$ cat src/rtl/bcd_countdown_timer_pkg.sv
// Shared types and constants for the BCD countdown timer.
// Holds the FSM encoding, BCD limit, blank polarity and a nibble clamp.
package timer_pkg;

    typedef enum logic [1:0] {
        ST_IDLE  = 2'd0,
        ST_RUN   = 2'd1,
        ST_PAUSE = 2'd2,
        ST_DONE  = 2'd3
    } state_e;

    localparam logic [3:0] BCD_MAX  = 4'd9;
    localparam logic       BLANK_ON = 1'b1;

    function automatic logic [3:0] bcd_clamp(input logic [3:0] d);
        return (d > BCD_MAX) ? BCD_MAX : d;
    endfunction

endpackage

$ cat src/rtl/bcd_countdown_timer_if.sv
// Control/display bundle between board controls, timer and digit decoders.
// master: drives start/pause/load/load_val; slave: drives digits and status.
interface bcd_countdown_timer_if;
    import timer_pkg::*;

    logic       start;
    logic       pause;
    logic       load;
    logic [7:0] load_val;
    logic [3:0] ones;
    logic [3:0] tens;
    logic       state;
    logic       running;
    logic       done;

    modport master (
        output start, pause, load, load_val,
        input  ones, tens, state, running, done
    );

    modport slave (
        input  start, pause, load, load_val,
        output ones, tens, state, running, done
    );

endinterface

$ cat src/rtl/bcd_countdown_timer_tick_divider.sv
// Modulo-N counter with enable and synchronous clear.
// Ports: clk, rst, en_i, clr_i (clear wins over enable), wrap_o (1-cycle pulse at N-1).
module tick_divider #(
    parameter int unsigned N = 4
) (
    input  logic clk,
    input  logic rst,
    input  logic en_i,
    input  logic clr_i,
    output logic wrap_o
);
    localparam int unsigned W = (N > 2) ? $clog2(N) : 1;
    localparam logic [W-1:0] LAST = W'(N - 1);

    logic [W-1:0] cnt_q;
    logic [W-1:0] cnt_d;

    assign wrap_o = en_i && (cnt_q == LAST);

    always_comb begin
        cnt_d = cnt_q;
        if (clr_i) begin
            cnt_d = '0;
        end else if (en_i) begin
            cnt_d = wrap_o ? '0 : cnt_q + 1'b1;
        end
    end

    always_ff @(posedge clk) begin
        if (rst) begin
            cnt_q <= '0;
        end else begin
            cnt_q <= cnt_d;
        end
    end

endmodule

$ cat src/rtl/bcd_countdown_timer.sv
// Two-digit BCD countdown timer feeding seven-segment decoders, blinks on expiry.
// Ports: clk, rst (sync, active-high), bus (slave): controls in, digits/blank/status out.
module bcd_countdown_timer
    import timer_pkg::*;
#(
    parameter int unsigned TICK_DIV  = 50000000,
    parameter int unsigned BLINK_DIV = 25000000,
    parameter logic [7:0]  START_VAL = 8'h59
) (
    input  logic clk,
    input  logic rst,
    bcd_countdown_timer_if.slave bus
);
    state_e     fsm_q, fsm_d;
    logic [3:0] ones_q, ones_d;
    logic [3:0] tens_q, tens_d;
    logic [7:0] preset_q, preset_d;
    logic       blank_q, blank_d;

    logic       tick_en, tick_clr, tick;
    logic       blink_en, blink_clr, blink;
    logic [7:0] load_clamped;

    assign load_clamped = {bcd_clamp(bus.load_val[7:4]),
                           bcd_clamp(bus.load_val[3:0])};

    // A pause cycle must not advance the prescaler, so resume keeps the phase.
    assign tick_en   = (fsm_q == ST_RUN) && !bus.pause;
    // Blink counter is cleared whenever the next state leaves DONE.
    assign blink_en  = (fsm_q == ST_DONE);
    assign blink_clr = (fsm_d != ST_DONE);

    tick_divider #(.N(TICK_DIV)) u_tick (
        .clk    (clk),
        .rst    (rst),
        .en_i   (tick_en),
        .clr_i  (tick_clr),
        .wrap_o (tick)
    );

    tick_divider #(.N(BLINK_DIV)) u_blink (
        .clk    (clk),
        .rst    (rst),
        .en_i   (blink_en),
        .clr_i  (blink_clr),
        .wrap_o (blink)
    );

    always_ff @(posedge clk) begin
        if (rst) begin
            fsm_q    <= ST_IDLE;
            ones_q   <= START_VAL[3:0];
            tens_q   <= START_VAL[7:4];
            preset_q <= START_VAL;
            blank_q  <= ~BLANK_ON;
        end else begin
            fsm_q    <= fsm_d;
            ones_q   <= ones_d;
            tens_q   <= tens_d;
            preset_q <= preset_d;
            blank_q  <= blank_d;
        end
    end

    always_comb begin
        fsm_d    = fsm_q;
        ones_d   = ones_q;
        tens_d   = tens_q;
        preset_d = preset_q;
        tick_clr = 1'b0;
        unique case (fsm_q)
            ST_IDLE: begin
                if (bus.load) begin
                    preset_d = load_clamped;
                    {tens_d, ones_d} = load_clamped;
                    tick_clr = 1'b1;
                end else if (bus.start) begin
                    tick_clr = 1'b1;
                    fsm_d = ({tens_q, ones_q} == 8'h00) ? ST_DONE : ST_RUN;
                end
            end
            ST_RUN: begin
                if (bus.pause) begin
                    fsm_d = ST_PAUSE;
                end else if (tick) begin
                    if (ones_q != 4'd0) begin
                        ones_d = ones_q - 4'd1;
                    end else begin
                        ones_d = BCD_MAX;
                        tens_d = tens_q - 4'd1;
                    end
                    if (tens_q == 4'd0 && ones_q == 4'd1) begin
                        fsm_d = ST_DONE;
                    end
                end
            end
            ST_PAUSE: begin
                if (bus.load) begin
                    preset_d = load_clamped;
                    {tens_d, ones_d} = load_clamped;
                    tick_clr = 1'b1;
                    fsm_d = ST_IDLE;
                end else if (bus.start) begin
                    fsm_d = ST_RUN;
                end
            end
            ST_DONE: begin
                if (bus.load) begin
                    preset_d = load_clamped;
                    {tens_d, ones_d} = load_clamped;
                    tick_clr = 1'b1;
                    fsm_d = ST_IDLE;
                end else if (bus.start) begin
                    {tens_d, ones_d} = preset_q;
                    tick_clr = 1'b1;
                    fsm_d = (preset_q != 8'h00) ? ST_RUN : ST_DONE;
                end
            end
            default: fsm_d = ST_IDLE;
        endcase
    end

    // Blank toggles only while staying in DONE; entering DONE forces it off.
    always_comb begin
        blank_d = ~BLANK_ON;
        if (fsm_q == ST_DONE && fsm_d == ST_DONE) begin
            blank_d = blink ? ~blank_q : blank_q;
        end
    end

    always_comb begin
        bus.ones    = ones_q;
        bus.tens    = tens_q;
        bus.state   = blank_q;
        bus.running = (fsm_q == ST_RUN);
        bus.done    = (fsm_q == ST_DONE);
    end

endmodule

$ cat src/flat_wrapper.sv
// flat-port wrapper written by rule: the top's interface ports become plain ports
module bcd_countdown_timer_flat import timer_pkg::*;
#(
    parameter int unsigned TICK_DIV  = 50000000,
    parameter int unsigned BLINK_DIV = 25000000,
    parameter logic [7:0]  START_VAL = 8'h59
)
  (clk, rst, bus_start, bus_pause, bus_load, bus_load_val, bus_ones, bus_tens, bus_state, bus_running, bus_done);
  bcd_countdown_timer_if bus_i ();
  input  logic clk;
  input  logic rst;
  input wire logic [$bits(bus_i.start)-1:0] bus_start;
  input wire logic [$bits(bus_i.pause)-1:0] bus_pause;
  input wire logic [$bits(bus_i.load)-1:0] bus_load;
  input wire logic [$bits(bus_i.load_val)-1:0] bus_load_val;
  output wire logic [$bits(bus_i.ones)-1:0] bus_ones;
  output wire logic [$bits(bus_i.tens)-1:0] bus_tens;
  output wire logic [$bits(bus_i.state)-1:0] bus_state;
  output wire logic [$bits(bus_i.running)-1:0] bus_running;
  output wire logic [$bits(bus_i.done)-1:0] bus_done;
  assign bus_i.start = bus_start;
  assign bus_i.pause = bus_pause;
  assign bus_i.load = bus_load;
  assign bus_i.load_val = bus_load_val;
  assign bus_ones = bus_i.ones;
  assign bus_tens = bus_i.tens;
  assign bus_state = bus_i.state;
  assign bus_running = bus_i.running;
  assign bus_done = bus_i.done;
  bcd_countdown_timer #(.TICK_DIV(TICK_DIV), .BLINK_DIV(BLINK_DIV), .START_VAL(START_VAL)) u_core (.clk(clk), .rst(rst), .bus(bus_i));
endmodule
$ cat config.mk
export PLATFORM = sky130hd
export DESIGN_NAME = bcd_countdown_timer_flat
export DESIGN_NICKNAME = d
export VERILOG_FILES = /design/src/rtl/bcd_countdown_timer_pkg.sv /design/src/rtl/bcd_countdown_timer_if.sv /design/src/rtl/bcd_countdown_timer_tick_divider.sv /design/src/rtl/bcd_countdown_timer.sv /design/src/flat_wrapper.sv
export SDC_FILE = /design/constraint.sdc
export NUM_CORES = 1
export LEC_CHECK = 0
export ABC_AREA = 1
export ABC_CLOCK_PERIOD_IN_PS = 1600
export BUFFER_PORTS_ARGS = -buffer_cell sky130_fd_sc_hd__buf_2
export CAP_MARGIN = 10
export CORE_MARGIN = 3
export CORE_UTILIZATION = 40
export DETAILED_ROUTE_END_ITERATION = 8
export PLACE_DENSITY_LB_ADDON = 0.12
export SETUP_SLACK_MARGIN = 0.5
export SLEW_MARGIN = 15
export SYNTH_ARGS = -nofsm -noshare
export SYNTH_HDL_FRONTEND = slang
export SYNTH_SLANG_ARGS = --single-unit
$ cat constraint.sdc
create_clock -name clk -period 1.6 [get_ports clk]
set_input_delay 0.16 -clock clk [delete_from_list [all_inputs] [get_ports clk]]
set_output_delay 0.16 -clock clk [all_outputs]
set_load 0.03 [all_outputs]
==> results of run 1 <==
-- state kept, by name, indices dropped and copies added, names as in the netlist --
register and count:
u_core.bus.tens 4, u_core.u_tick.cnt_q 26, u_core.preset_q 8, u_core.bus.state 1, u_core.u_blink.cnt_q 25, u_core.bus.ones 4, u_core.fsm_q 2
-- final cells by class --
class                           count  area [µm²]  share of cell area
Sequential cell                    70        1420               0.217
Tap cell                          136         170              0.0260
Inverter                           94         363              0.0554
Multi-Input combinational cell    505        3050               0.466
Clock buffer                       11         151              0.0231
Timing Repair Buffer              152        1260               0.192
Clock inverter                      5         129              0.0197
-- critical path, cell delays in order (launching register included) --
cell     delay (ns)
dfxtp_4        0.37
inv_4          0.06
ha_4           0.14
nand2_4        0.06
nor2_4         0.09
nand2_2        0.07
nor2_4         0.09
nand3_2        0.08
nand2_1        0.10
nand2_1        0.07
a21oi_2        0.21
nand2_4        0.12
buf_12         0.17
nor2_1         0.10
-- power breakdown --
group / internal, mW / switching [mW] / leakage (nW)
registers: 1.93 / 0.150 / 0.571
clock network: 1.28 / 0.729 / 0.140
logic: 1.78 / 2.11 / 1.96
-- placed cells by master (no fill, tap or decap), drive strengths merged, types with 5 or more instances in the layout --
master,n
a21oi,42
buf,151
clkbuf,12
dfxtp,70
ha,8
inv,94
nand2,149
nand3,60
nand4,20
nor2,117
nor3,26
nor4,5
o21ai,35
xor2,12
-- cell families (layout without fill, tap and decap cells) --
group | count (synthesis) | after routing | synth area share
buffers and inverters | 108 | 262 | 0.0998
XOR/XNOR | 13 | 13 | 0.0262
AO/OA/AOI/OAI | 98 | 98 | 0.126
flip-flops | 70 | 70 | 0.322
adder cells (fa/ha/maj) | 8 | 8 | 0.0230
AND/OR/NAND/NOR | 386 | 386 | 0.403
-- worst min-delay path by stage --
stage                                           end  slack (ns)  cells past startpoint
floorplan           u_core.preset_q[3]$_SDFFE_PP1P_        0.29                      2
global placement    u_core.preset_q[3]$_SDFFE_PP1P_        0.43                      3
detailed placement  u_core.preset_q[3]$_SDFFE_PP1P_        0.44                      3
CTS                 u_core.preset_q[3]$_SDFFE_PP1P_        0.05                      3
global route        u_core.preset_q[3]$_SDFFE_PP1P_        0.06                      3
finish              u_core.preset_q[0]$_SDFFE_PP1P_        0.06                      3
-- what timing repair did --
action	CTS	global route
endpoints found under the setup margin	78	76
gates resized for setup	100	76
gates cloned	1	1
hold buffers	0	0
buffers inserted	10	10
endpoints found under the hold margin	0	0
pin swaps	25	25
-- layer usage --
layer	routed length, µm	vias up	global-route usage
li1	-	2527	-
met5	0	-	0
met4	225	0	0.0695
met1	5840	2351	0.278
met3	539	16	0.0501
met2	7050	106	0.396
==> impl_metrics.yaml, run 1 <==
synthesis:
  synthTopCellsByArea: "dfxtp_1, nand2_1, inv_1, nor2_1, nand3_1"
  syn_avg_cell_area_um2: 6.37
  yosysUniqueCellTypes: 39
  synth_common_cells: "nand2_1, inv_1, nor2_1"
  synth_top_area_cell: "dfxtp_1"
  yosysTopAreaCellShare: 0.322
  yosysWarnings: 0
  ys_ff_latch: 70
  syn-num-nets: 704
  yosysSeqAreaShare: 0.322
  async_flop_share: 0
  netlist_area_um2: 4350
  synth_most_common_cell: "nand2_1"
  netlist_instances: 683
  synth-main-ff-cell: "dfxtp_1"
  synth_edf_count: 0
global_route:
  first_global_vias: 4698
  grt_usage: 0.227
  grt_max_degree: 14
  grt_antenna_before_repair: 0
  grt_pass1_wl_um: 21700
  overflow: 0
min_path:
  min_path_type: "primary input to flop"
  min_from: "bus_load_val[0]"
routing:
  vias: 5000
  drc: 0
  ant_nets: 0
  wirelength_um: 13700
  via_per_inst: 5.14
  firstDrtPassIters: 4
  drt-initial-drc-count: 267
  wl_per_cell_um: 14.0
final_layout:
  fillCellCount: 928
  fin_util: 0.626
  diodes: 0
  area_delta_synth_final_pct: 50.6
  layout.cells.non_filler: 973
  finish.instance_area_um2: 6550
  nNetsFinal: 853
  drive_gt1_frac: 0.370
floorplan:
  die_area_um2: 12200
  io_pins: 24
  core.rowCount: 37
  dieHeight_um: 110
  start_util: 0.416
  die_w_um: 110
  core_um2: 10500
critical_path:
  startpoint_type: "flop"
  critical_path_class: "flop to flop"
  r2r-end: "u_core.u_blink.cnt_q[2]$_SDFFE_PP0P_"
  cp-end-kind: "flop"
  crit_fanout: 12
  r2r_cells: 13
  endpoint: "u_core.u_blink.cnt_q[2]$_SDFFE_PP0P_"
  r2r_setup_slack_ns: -0.20
  worstSetupStartpoint: "u_core.fsm_q[1]$_SDFF_PP0_"
  arrival_ns: 2.10
  r2r-start: "u_core.fsm_q[1]$_SDFF_PP0_"
  worstPathRequired_ns: 1.89
outcome:
  outcome: "finished, violations left"
  violations: "negative setup slack"
sta:
  tns_ns: -5.95
  final_hold_viol_count: 0
  drv_slew: 0
  slew_headroom: 0.743
  finalSetupViolCount: 52
  finalCritPeriodShare: 1.13
  worst_pin_slew_ns: 0.383
  clock.fmax_mhz: 554
  setup_ws_ns: -0.204
  period_minus_slack_ns: 1.80
  hold_ws_ns: 0.0591
  worst_clock_skew_ns: 0.00826
  rsz0062_at_grt: "true"
cts:
  numClockSinks: 70
  cts_buffers: 9
  htree_levels: 3
  insertion_delay_ns: 0.36
  cts_tree: "yes"
  clockBufferDepth: 2
  path_clk_slew_ns: 0.08
  cts-root-buf: "clkbuf_8"
place:
  gp_congestion: 0.905
  dp_slack_ns: -0.137
  io_buffer_count: 23
  post-dp-hpwl_um: 9460
  placed_cells: 935
  place_area_um2: 5490
job:
  cap_violations: 0
power:
  max-vdd-ir-drop_uv: 747
  finalPower_mw: 7.98
  leakage_nw: 2.67
  p_per_area_nw_per_um2: 1220
(Power assumes the default switching activity.)
==> run 2: changes to the inputs <==
Settings changed: RECOVER_POWER set to 50.
==> run 2 against run 1 <==
  * The flow still finishes with violations (negative setup slack)
  * Global-route usage is the same
  * Hold slack got worse by 0.0020 ns
  * Die area stayed put
  * Core utilization decreased by 0.25 points
==> impl_metrics.yaml, run 2 (synthesis results as in run 1) <==
job:
  cap_violations: 0
cts:
  cts-root-buf: "clkbuf_8"
  clockBufferDepth: 2
  path_clk_slew_ns: 0.08
  cts_tree: "yes"
  insertion_delay_ns: 0.36
  cts_buffers: 9
  htree_levels: 3
  numClockSinks: 70
global_route:
  grt_usage: 0.227
  first_global_vias: 4698
  grt_antenna_before_repair: 0
  overflow: 0
  grt_max_degree: 14
  grt_pass1_wl_um: 21700
routing:
  drt-initial-drc-count: 287
  firstDrtPassIters: 4
  wl_per_cell_um: 14.0
  vias: 4998
  via_per_inst: 5.14
  wirelength_um: 13700
  ant_nets: 0
  drc: 0
place:
  post-dp-hpwl_um: 9460
  place_area_um2: 5490
  io_buffer_count: 23
  gp_congestion: 0.905
  placed_cells: 935
critical_path:
  crit_path_top_delay_cell: "dfxtp_4"
  cp-end-kind: "flop"
  worst_path_dominant_cell_family: "simple AND/OR/NAND/NOR gates"
  critical_path_class: "flop to flop"
  crit_fanout: 12
  crit_buf_inv: 2
  max_stage_delay_ns: 0.37
  worstPathRequired_ns: 1.89
  worstSetupStartpoint: "u_core.fsm_q[1]$_SDFF_PP0_"
  path_cells: "inv_4 > ha_4 > nand2_4 > nor2_4 > nand2_2 > nor2_4 > nand3_2 > nand2_1 > nand2_1 > a21oi_2 > nand2_4 > buf_12 > nor2_1"
  r2r-start: "u_core.fsm_q[1]$_SDFF_PP0_"
  arrival_ns: 2.10
  startpoint_type: "flop"
final_layout:
  final_common_cell: "nand2_1"
  top_register: "u_core.u_tick.cnt_q"
  reg_top3: "u_core.u_tick.cnt_q: 26 flops, u_core.u_blink.cnt_q: 25 flops, u_core.preset_q: 8 flops"
  largest_reg_flops: 26
  diodes: 0
  area_delta_synth_final_pct: 50.0
  finish.instance_area_um2: 6530
  nNetsFinal: 853
  layout.cells.non_filler: 973
  drive_gt1_frac: 0.360
  fillCellCount: 936
  fin_util: 0.624
  final_cell_mix: "nand2_1, buf_4, inv_1"
power:
  leakage_nw: 2.64
  max-vdd-ir-drop_uv: 747
  p_per_area_nw_per_um2: 1210
sta:
  final_hold_viol_count: 0
  finalCritPeriodShare: 1.13
  finalSetupViolCount: 57
  slew_headroom: 0.743
  drv_slew: 0
  worst_pin_slew_ns: 0.382
  tns_ns: -6.00
  clock.fmax_mhz: 554
  worst_clock_skew_ns: 0.00800
  period_minus_slack_ns: 1.80
  rsz0062_at_grt: "true"
  setup_ws_ns: -0.203
floorplan:
  die_area_um2: 12200
  dieHeight_um: 110
  io_pins: 24
  die_w_um: 110
  core_um2: 10500
  start_util: 0.416
  core.rowCount: 37
outcome:
  outcome: "finished, violations left"
  violations: "negative setup slack"
min_path:
  min_from: "bus_load_val[0]"
  min_path_type: "primary input to flop"
[run 2: per-layer routing]
layer	vias to the layer above	track usage	part of all wire
li1	2526	-	-
met1	2355	0.278	0.43
met2	99	0.396	0.52
met3	18	0.0501	0.035
met4	0	0.0695	0.017
met5	-	0	0
[run 2: layout make-up]
class | count | area, µm² | share of cell area
repair buffers | 152 | 1240 | 0.190
clock inverters | 5 | 129 | 0.0197
clock buffers | 11 | 151 | 0.0232
inverters | 94 | 363 | 0.0556
multi-input cells | 505 | 3050 | 0.467
flip-flops and latches | 70 | 1420 | 0.218
well taps | 136 | 170 | 0.0261
[run 2: path summary, 6_finish.rpt]
| path | to | slack (ns) | cells after the start |
|---|---|---|---|
| setup / recovery | u_core.u_blink.cnt_q[2]$_SDFFE_PP0P_ | -0.20 | 13 |
| hold reg to reg | u_core.preset_q[2]$_SDFFE_PP0P_ | 0.49 | 2 |
| setup reg to reg | u_core.u_blink.cnt_q[2]$_SDFFE_PP0P_ | -0.20 | 13 |
| hold / removal | u_core.preset_q[0]$_SDFFE_PP1P_ | 0.06 | 3 |
[run 2: worst register-to-register path, delay by kind of cell, from the launching register on]
family                     cells  cell delay [ns]
adders and majority gates      1             0.14
buffers and inverters          2             0.23
and+or+nand+nor                9             0.79
AOI/OAI and AO/OA              1             0.21
DFF                            1             0.37
[run 2: repair_timing]
action / 4_1_cts / 5_1_grt
resized for setup: 100 / 76
setup buffers: 10 / 10
endpoints found under the setup margin: 78 / 76
gates cloned: 1 / 1
hold buffers: 0 / 0
endpoints found under the hold margin: 0 / 0
pin swaps: 25 / 25
[run 2: stage by stage]
stage,setup slack (ns),total power [mW],hold WS [ns]
6_report,-0.203,7.93,0.0571
2_1_floorplan,-0.109,3.76,0.290
3_3_place_gp,-0.106,4.78,0.428
4_1_cts,-0.100,7.44,0.0455
5_1_grt,-0.314,8.39,0.0557
3_5_place_dp,-0.137,4.82,0.437
[run 2: power by group]
group          leakage [nW]  total (mW)  switching (mW)  internal (mW)
Clock                 0.140        2.01           0.729           1.28
Sequential            0.572        2.07           0.148           1.93
Combinational          1.93        3.84            2.11           1.74
